**src/rtl/addr_exc_pkg.sv**
```systemverilog
// Shared encodings for the address-exception unit: access sizes, exception
// codes and FSM states.
package addr_exc_pkg;

  typedef enum logic [1:0] {
    SZ_BYTE  = 2'b00,
    SZ_HALF  = 2'b01,
    SZ_WORD  = 2'b10,
    SZ_DWORD = 2'b11
  } mem_size_e;

  localparam logic [4:0] EXC_ADEL = 5'h04;
  localparam logic [4:0] EXC_ADES = 5'h05;

  typedef enum logic {
    ST_IDLE = 1'b0,
    ST_HOLD = 1'b1
  } exc_state_e;

endpackage

```
**src/rtl/addr_exc_if.sv**
```systemverilog
// Pipeline/CP0 side bundle of the address-exception unit. The pipeline and
// CP0 drive through master; the unit itself connects through slave.
interface addr_exc_if #(
  parameter int ADDR_W = 32,
  parameter int CNT_W  = 16
);
  import addr_exc_pkg::*;

  logic              stall;
  logic              user_mode;
  logic              if_valid;
  logic [ADDR_W-1:0] if_pc;
  logic              mem_valid;
  mem_size_e         mem_size;
  logic              mem_is_store;
  logic [ADDR_W-1:0] mem_addr;
  logic              exc_ack;
  logic              mem_en_ok;
  logic              exc_valid;
  logic [4:0]        exc_code;
  logic [ADDR_W-1:0] exc_badvaddr;
  logic              exc_is_fetch;
  logic [CNT_W-1:0]  exc_count;

  modport master (
    output stall, user_mode, if_valid, if_pc, mem_valid, mem_size,
           mem_is_store, mem_addr, exc_ack,
    input  mem_en_ok, exc_valid, exc_code, exc_badvaddr, exc_is_fetch,
           exc_count
  );

  modport slave (
    input  stall, user_mode, if_valid, if_pc, mem_valid, mem_size,
           mem_is_store, mem_addr, exc_ack,
    output mem_en_ok, exc_valid, exc_code, exc_badvaddr, exc_is_fetch,
           exc_count
  );

endinterface

```
**src/rtl/addr_align_chk.sv**
```systemverilog
// Combinational alignment / privilege check for one access. Only the low
// three address bits and the kernel-space bit can influence the verdict.
module addr_align_chk
  import addr_exc_pkg::*;
#(
  parameter int DATA_W = 32
) (
  input  logic [2:0] addr_lo,
  input  logic       addr_msb,
  input  mem_size_e  size,
  input  logic       is_store,
  input  logic       user_mode,
  output logic       fault,
  output logic [4:0] code
);

  logic misaligned;
  logic privileged;

  // NOTE: every always_comb output gets a default first, so no path can
  // leave it unassigned and infer a latch.
  always_comb begin
    misaligned = 1'b0;
    case (size)
      SZ_BYTE:  misaligned = 1'b0;
      SZ_HALF:  misaligned = addr_lo[0];
      SZ_WORD:  misaligned = (addr_lo[1:0] != 2'b00);
      // A 32-bit datapath has no doubleword access, so any dword request faults.
      SZ_DWORD: misaligned = (DATA_W == 64) ? (addr_lo != 3'b000) : 1'b1;
      default:  misaligned = 1'b0;
    endcase
  end

  assign privileged = user_mode & addr_msb;
  assign fault      = misaligned | privileged;
  assign code       = is_store ? EXC_ADES : EXC_ADEL;

endmodule

```
**src/rtl/addr_exc_unit.sv**
```systemverilog
// Address-exception unit: checks fetch and MEM accesses, gates the data SRAM
// enable, and holds one exception record until CP0 acknowledges it.
module addr_exc_unit
  import addr_exc_pkg::*;
#(
  parameter int ADDR_W = 32,
  parameter int DATA_W = 32,
  parameter int CNT_W  = 16
) (
  input  logic       clk,
  input  logic       rst,
  addr_exc_if.slave  bus
);

  logic              if_fault_raw;
  logic              mem_fault_raw;
  logic              if_fault;
  logic              mem_fault;
  logic [4:0]        if_code;
  logic [4:0]        mem_code;
  logic              capture;
  logic              hold_valid;
  exc_state_e        state;
  exc_state_e        state_nx;

  logic [4:0]        rec_code;
  logic [ADDR_W-1:0] rec_badvaddr;
  logic              rec_is_fetch;
  logic [CNT_W-1:0]  rec_count;

  addr_align_chk #(.DATA_W(DATA_W)) u_if_chk (
    .addr_lo   (bus.if_pc[2:0]),
    .addr_msb  (bus.if_pc[ADDR_W-1]),
    .size      (SZ_WORD),
    .is_store  (1'b0),
    .user_mode (bus.user_mode),
    .fault     (if_fault_raw),
    .code      (if_code)
  );

  addr_align_chk #(.DATA_W(DATA_W)) u_mem_chk (
    .addr_lo   (bus.mem_addr[2:0]),
    .addr_msb  (bus.mem_addr[ADDR_W-1]),
    .size      (bus.mem_size),
    .is_store  (bus.mem_is_store),
    .user_mode (bus.user_mode),
    .fault     (mem_fault_raw),
    .code      (mem_code)
  );

  assign if_fault  = bus.if_valid  & if_fault_raw;
  assign mem_fault = bus.mem_valid & mem_fault_raw;

  // SRAM gating must not depend on stall or the held record.
  assign bus.mem_en_ok = bus.mem_valid & ~mem_fault_raw;

  // NOTE: sequential state uses non-blocking assignments only, so every
  // flop samples the pre-edge value regardless of block ordering.
  always_ff @(posedge clk) begin
    if (rst) state <= ST_IDLE;
    else     state <= state_nx;
  end

  always_comb begin
    state_nx = state;
    case (state)
      ST_IDLE: if ((mem_fault | if_fault) & ~bus.stall) state_nx = ST_HOLD;
      ST_HOLD: if (bus.exc_ack)                         state_nx = ST_IDLE;
      default: state_nx = ST_IDLE;
    endcase
  end

  always_comb begin
    capture    = 1'b0;
    hold_valid = 1'b0;
    case (state)
      ST_IDLE: capture    = (mem_fault | if_fault) & ~bus.stall;
      ST_HOLD: hold_valid = 1'b1;
      default: ;
    endcase
  end

  // MEM side wins on a tie: it belongs to the older instruction.
  always_ff @(posedge clk) begin
    if (rst) begin
      rec_code     <= '0;
      rec_badvaddr <= '0;
      rec_is_fetch <= 1'b0;
    end else if (capture) begin
      if (mem_fault) begin
        rec_code     <= mem_code;
        rec_badvaddr <= bus.mem_addr;
        rec_is_fetch <= 1'b0;
      end else begin
        rec_code     <= if_code;
        rec_badvaddr <= bus.if_pc;
        rec_is_fetch <= 1'b1;
      end
    end
  end

  always_ff @(posedge clk) begin
    if (rst)                                      rec_count <= '0;
    else if (capture && rec_count != {CNT_W{1'b1}}) rec_count <= rec_count + 1'b1;
  end

  assign bus.exc_valid    = hold_valid;
  assign bus.exc_code     = rec_code;
  assign bus.exc_badvaddr = rec_badvaddr;
  assign bus.exc_is_fetch = rec_is_fetch;
  assign bus.exc_count    = rec_count;

endmodule

```
**src/flat_wrapper.sv**
```systemverilog
// flat-port wrapper written by rule: the top's interface ports become plain ports
module addr_exc_unit_flat import addr_exc_pkg::*;
#(
  parameter int ADDR_W = 32,
  parameter int DATA_W = 32,
  parameter int CNT_W  = 16
)
  (clk, rst, bus_stall, bus_user_mode, bus_if_valid, bus_if_pc, bus_mem_valid, bus_mem_size, bus_mem_is_store, bus_mem_addr, bus_exc_ack, bus_mem_en_ok, bus_exc_valid, bus_exc_code, bus_exc_badvaddr, bus_exc_is_fetch, bus_exc_count);
  addr_exc_if #(.ADDR_W(ADDR_W), .CNT_W(CNT_W)) bus_i ();
  input  logic clk;
  input  logic rst;
  input wire logic [$bits(bus_i.stall)-1:0] bus_stall;
  input wire logic [$bits(bus_i.user_mode)-1:0] bus_user_mode;
  input wire logic [$bits(bus_i.if_valid)-1:0] bus_if_valid;
  input wire logic [$bits(bus_i.if_pc)-1:0] bus_if_pc;
  input wire logic [$bits(bus_i.mem_valid)-1:0] bus_mem_valid;
  input wire logic [$bits(bus_i.mem_size)-1:0] bus_mem_size;
  input wire logic [$bits(bus_i.mem_is_store)-1:0] bus_mem_is_store;
  input wire logic [$bits(bus_i.mem_addr)-1:0] bus_mem_addr;
  input wire logic [$bits(bus_i.exc_ack)-1:0] bus_exc_ack;
  output wire logic [$bits(bus_i.mem_en_ok)-1:0] bus_mem_en_ok;
  output wire logic [$bits(bus_i.exc_valid)-1:0] bus_exc_valid;
  output wire logic [$bits(bus_i.exc_code)-1:0] bus_exc_code;
  output wire logic [$bits(bus_i.exc_badvaddr)-1:0] bus_exc_badvaddr;
  output wire logic [$bits(bus_i.exc_is_fetch)-1:0] bus_exc_is_fetch;
  output wire logic [$bits(bus_i.exc_count)-1:0] bus_exc_count;
  assign bus_i.stall = bus_stall;
  assign bus_i.user_mode = bus_user_mode;
  assign bus_i.if_valid = bus_if_valid;
  assign bus_i.if_pc = bus_if_pc;
  assign bus_i.mem_valid = bus_mem_valid;
  assign bus_i.mem_size = bus_mem_size;
  assign bus_i.mem_is_store = bus_mem_is_store;
  assign bus_i.mem_addr = bus_mem_addr;
  assign bus_i.exc_ack = bus_exc_ack;
  assign bus_mem_en_ok = bus_i.mem_en_ok;
  assign bus_exc_valid = bus_i.exc_valid;
  assign bus_exc_code = bus_i.exc_code;
  assign bus_exc_badvaddr = bus_i.exc_badvaddr;
  assign bus_exc_is_fetch = bus_i.exc_is_fetch;
  assign bus_exc_count = bus_i.exc_count;
  addr_exc_unit #(.ADDR_W(ADDR_W), .DATA_W(DATA_W), .CNT_W(CNT_W)) u_core (.clk(clk), .rst(rst), .bus(bus_i));
endmodule
```
**config.mk**
```make
export PLATFORM = sky130hd
export DESIGN_NAME = addr_exc_unit_flat
export DESIGN_NICKNAME = d
export VERILOG_FILES = /design/src/rtl/addr_exc_pkg.sv /design/src/rtl/addr_exc_if.sv /design/src/rtl/addr_align_chk.sv /design/src/rtl/addr_exc_unit.sv /design/src/flat_wrapper.sv
export SDC_FILE = /design/constraint.sdc
export NUM_CORES = 1
export LEC_CHECK = 0
export ABC_AREA = 1
export CORE_MARGIN = 2
export CORE_UTILIZATION = 41
export CTS_CLUSTER_DIAMETER = 100
export DETAILED_ROUTE_END_ITERATION = 16
export PLACE_DENSITY_LB_ADDON = 0.2
export SYNTH_ARGS = -nofsm -noshare
export SYNTH_HDL_FRONTEND = slang
export SYNTH_SLANG_ARGS = --single-unit
export TNS_END_PERCENT = 5
```
**constraint.sdc**
```tcl
create_clock -name clk -period 1.94 [get_ports clk]
set_input_delay 0.388 -clock clk [delete_from_list [all_inputs] [get_ports clk]]
set_output_delay 0.388 -clock clk [all_outputs]
set_load 0.05 [all_outputs]
```
---- After elaboration in Yosys (flattened, before gate mapping) ----
Cells that the tools add are included.
storage, ports and cells
  bits in registers ....................... 55
  output and inout port bits .............. 56
  word-level logic and storage cells ...... 36
operators by class
  $add $sub $neg .......................... 1
  equal/unequal tests ..................... 4
  mux-type cells .......................... 10
  bitwise operators ....................... 12
  reductions and logical operators ........ 4
operator list
  cell                                                                    count
  32-bit two-way mux                                                      1
  16-bit by 1-bit adder with 16-bit output (second input constant)        1
  16-bit inequality test (second input constant)                          1
  1-bit two-way mux                                                       7
  1-bit bitwise AND                                                       6
  2-bit equality test (second input constant)                             2
  1-bit one-hot mux with 4 select lines                                   1
  2-bit nonzero test                                                      2
  1-bit NOT                                                               3
  1-bit OR                                                                3
  2-bit by 1-bit equality test with 1-bit output (second input constant)  1
  2-bit zero test                                                         1
  1-bit one-hot mux with 2 select lines                                   1
  1-bit logical AND                                                       1

---- Depth between registers and ports, before layout ----
  word-level depth ........................ 8
  gate-level depth with buffers ........... 11
  depth with buffers taken out ............ 10

---- By module ----
Synthesis repeated with hierarchy kept, for this count alone.
second synthesis, totals
  cell total of the unflattened synthesis .. 404
  area total of the unflattened synthesis .. 2,747.6 um^2
by module, submodules not included
  module          times used  cells an instance  area an instance (um^2)  sequential area each (um^2)
  addr_exc_unit   1           372                2,590.0                  1,101.1
  addr_align_chk  2           16                 78.8                     0.0

---- Worst setup path after synthesis ----
OpenSTA, ideal clock, no wires.
  path kind ............................... register to register
  from .................................... register u_core.rec_count[0], in the netlist u_core.bus.exc_count[0]
  to ...................................... register u_core.rec_count[5], in the netlist u_core.bus.exc_count[5]
  library setup time ...................... 0.142 ns
  arrival ................................. 1.906 ns
  slack ................................... -0.107 ns
  stages on the path, launching flop included .. 10
  clock period less this slack ............ 2.047 ns
  path through ............................ dfxtp_1 > ha_1 > nand2_2 > nor2_4 > nand2_2 > nor2_4 > nand2_4 > buf_2 > nand3_1 > a21oi_2
between the ends
  longest elaborated chain between the ends .. 2
  elaborated cells on any way between the ends .. 3
RTL lines
  item                                                                                              RTL line              text
  from (decl)                                                                                       addr_exc_unit.sv:29   logic [CNT_W-1:0] rec_count;
  from (signal assigned)                                                                            addr_exc_unit.sv:104  else if (capture && rec_count != {CNT_W{1'b1}}) rec_count <= rec_count + 1'b1;
  parallel branches: the longest is 2 deep, another holds 16-bit by 1-bit adder with 16-bit output  n/a
Several ways; the timed one is not identified.
A chain may end at the register's enable or synchronous reset.

---- Worst setup path after layout ----
  from .................................... register u_core.rec_badvaddr[1], in the netlist u_core.bus.exc_badvaddr[1]
  to ...................................... output port bus_exc_badvaddr[1]
RTL lines
  item                    RTL line             text
  from (decl)             addr_exc_unit.sv:27  logic [ADDR_W-1:0] rec_badvaddr;
  from (signal assigned)  addr_exc_unit.sv:92  rec_badvaddr <= bus.mem_addr;
  from (signal assigned)  addr_exc_unit.sv:96  rec_badvaddr <= bus.if_pc;
  to (decl)               flat_wrapper.sv:24   output wire logic [$bits(bus_i.exc_badvaddr)-1:0] bus_exc_badvaddr;
No word-level cell between the ends.

==> flow_metrics.env <==
export IMPL_drive_above_1_share=0.119
export IMPL_slowest_stage="clkdlybuf4s50_1"
export IMPL_track_usage=0.221
export IMPL_cts_root_buf="clkbuf_8"
export IMPL_vias=3129
export IMPL_die_h_um=86.4
export IMPL_clock_latency_ps=300
export IMPL_worst_path_dominant_cell_family="buffers and inverters"
export IMPL_ant_nets=0
export IMPL_pre_cts_ws_ps=-169
export IMPL_hold_viol=0
export IMPL_start_util=0.417
export IMPL_syn_cell_area_um2=2780
export IMPL_critPathBufInv=1
export IMPL_dieArea_um2=7460
export IMPL_slew_headroom=0.647
export IMPL_r2r_end="u_core.bus.exc_count[0]"
export IMPL_fill_cells=650
export IMPL_io_pins=130
export IMPL_gp_congestion=0.883
export IMPL_numCtsBuffers=5
export IMPL_grt_pass1_wl_um=13400
export IMPL_clk_pin_slew_ps=100
export IMPL_slew_violations=0
export IMPL_grt_overflow=0
export IMPL_core_rowCount=30
export IMPL_startpoint="u_core.bus.exc_badvaddr[1]"
export IMPL_rrSetupSlack_ps=250
export IMPL_place_hpwl_um=6180
export IMPL_h_tree_depth=2
export IMPL_fin_crit_ps=1870
export IMPL_crit_path_end_kind="output port"
export IMPL_ir_worst_vdd_v=0.000484
export IMPL_synth_top_area_frac=0.374
export IMPL_path_max_fanout=2
export IMPL_synthTopCellsByArea="dfxtp_1, nand2_1, nor2_1"
export IMPL_worstPathCellList="clkdlybuf4s50_1"
export IMPL_rsz0062_at_grt="true"
export IMPL_drtIter0Drc=135
export IMPL_setup_viol=0
export IMPL_antenna_found_initial=0
export IMPL_finalWirelength_um=8170
export IMPL_syn_to_final_growth_pct=50.8
export IMPL_power_density_nw_per_um2=660
export IMPL_clock_skew_ps=4.55
export IMPL_reg2reg_depth=10
export IMPL_fmax_mhz=536
export IMPL_leakagePower_nw=1.84
export IMPL_tightest_slew_ps=528
export IMPL_synth_distinct_cells=28
export IMPL_fin_ws_ps=72.8
export IMPL_ys_seq_area_frac=0.374
export IMPL_final_common_cell="nand2_1"
export IMPL_hold_class="flip-flop to flip-flop"
export IMPL_r2r_start="u_core.bus.exc_count[1]"
export IMPL_clock_sinks=52
export IMPL_grt_max_degree=34
export IMPL_clk_path_buf_depth=2
export IMPL_cp_arrival_ps=1480
export IMPL_cp_depth=1
export IMPL_drtPass1Iterations=4
export IMPL_via_per_inst=4.87
export IMPL_die_w_um=86.4
export IMPL_post_cts_setup_buffer_count=0
export IMPL_io_buffers=126
export IMPL_synth_warnings=0
export IMPL_cts_tree="yes"
export IMPL_critical_path_required_ps=1550
export IMPL_n_antenna_cell=0
export IMPL_ys_seq_elements=52
export IMPL_syn_inst=435
export IMPL_grt_pass1_vias=3023
export IMPL_critPathKind="flip-flop to output port"
export IMPL_critPathMaxStageDelay_ps=810
export IMPL_routedWlPerCell_um=12.7
export IMPL_avgSynthCellArea_um2=6.40
export IMPL_drv_cap=0
export IMPL_setup_tns_ps=0
export IMPL_startpoint_type="flip-flop"
export IMPL_final_cell_mix="nand2_1, clkdlybuf4s50_1, nor2_1"
export IMPL_core_area_um2=6680
export IMPL_synth_area_leader_cell="dfxtp_1"
export IMPL_final_nets=636
export IMPL_post_route_period_util=0.962
export IMPL_crit_end="bus_exc_badvaddr[1]"
export IMPL_hp_start="u_core.bus.exc_code[0]"
export IMPL_outcome="completed"
export IMPL_drc_errors=0
-- repair_timing --
action | 4_1_cts | 5_1_grt
hold buffers | 0 | 0
setup endpoints to repair | 0 | 35
resized for setup | 0 | 4
-- cell type report --
cell class,count,area (µm²),area share
Sequential cell,52,1040,0.249
Multi-Input combinational cell,341,1540,0.367
Clock buffer,7,76.3,0.0182
Timing Repair Buffer,141,1350,0.322
Inverter,20,77.6,0.0185
Clock inverter,1,8.76,0.00209
Tap cell,80,100,0.0238
-- metal layers --
| metal | GRT usage | routed length [µm] | up-vias |
|---|---|---|---|
| met4 | 0.0710 | 150 | 0 |
| met5 | 0 | 0 | - |
| met3 | 0.0581 | 625 | 12 |
| li1 | - | - | 1618 |
| met1 | 0.268 | 3540 | 1405 |
| met2 | 0.381 | 3850 | 94 |
-- how the worst min path moves through the flow --
stage | end | slack (ps) | cells after the start
5_1_grt | u_core.bus.exc_code[0] | 500 | 2
3_5_place_dp | u_core.bus.exc_code[0] | 460 | 2
6_report | u_core.bus.exc_code[0] | 470 | 2
2_1_floorplan | u_core.bus.exc_code[0] | 540 | 2
3_3_place_gp | u_core.bus.exc_code[0] | 450 | 2
4_1_cts | u_core.bus.exc_code[0] | 480 | 2
-- report_power, final --
| part | total, mW | switching [mW] | internal (mW) | leakage [nW] |
|---|---|---|---|---|
| Clock | 0.611 | 0.352 | 0.259 | 0.0424 |
| Sequential | 1.19 | 0.0462 | 1.15 | 0.427 |
| Combinational | 0.967 | 0.584 | 0.383 | 1.38 |
| Total | 2.77 | 0.983 | 1.79 | 1.84 |
-- cell usage after synthesis, drive strengths merged --
cell and count:
a21oi 15, a31oi 1, buf 19, clkbuf 5
clkinv 1, conb 1, dfxtp 52, ha 1
inv 19, nand2 154, nand3 24, nand3b 1
nand4 6, nor2 90, nor3 3, o21ai 36
xnor2 2, xor2 5
-- flip-flops by register name, indices dropped and copies added, names as in the netlist --
signal / cells
u_core.bus.exc_badvaddr: 32
u_core.bus.exc_count: 16
u_core.bus.exc_code: 2
u_core.bus.exc_is_fetch: 1
u_core.state: 1
-- logic make-up after synthesis --
group                    synth area share
AO/OA/AOI/OAI                       0.107
XOR/XNOR                           0.0220
adder cells (fa/ha/maj)           0.00449
buffers and inverters              0.0769
flip-flops                          0.374
other                             0.00135
AND/OR/NAND/NOR                     0.414
-- worst register-to-register path, stage by stage (launching register included) --
cell     delay, ps
dfxtp_2        370
ha_1           240
nand2_2        100
nor2_4         180
nand2_2         90
nor2_4         100
nand2_4        160
nand2_8        190
inv_2           50
nor2_1          90
nor2_1          40
-- metrics by stage --
stage / hold WS [ps] / instances / power [mW] / utilization / cell area [µm²]
after floorplan: 535 / 437 / 1.80 / - / 2790
after global placement: 449 / 634 / 2.18 / 0.615 / 4110
after detailed placement: 465 / 634 / 2.19 / 0.615 / 4110
after CTS: 477 / 642 / 2.79 / 0.627 / 4190
after global routing: 503 / 642 / 2.92 / 0.628 / 4200
final: 475 / 642 / 2.77 / 0.628 / 4200
Note: power is estimated with default switching activity, not from simulation.
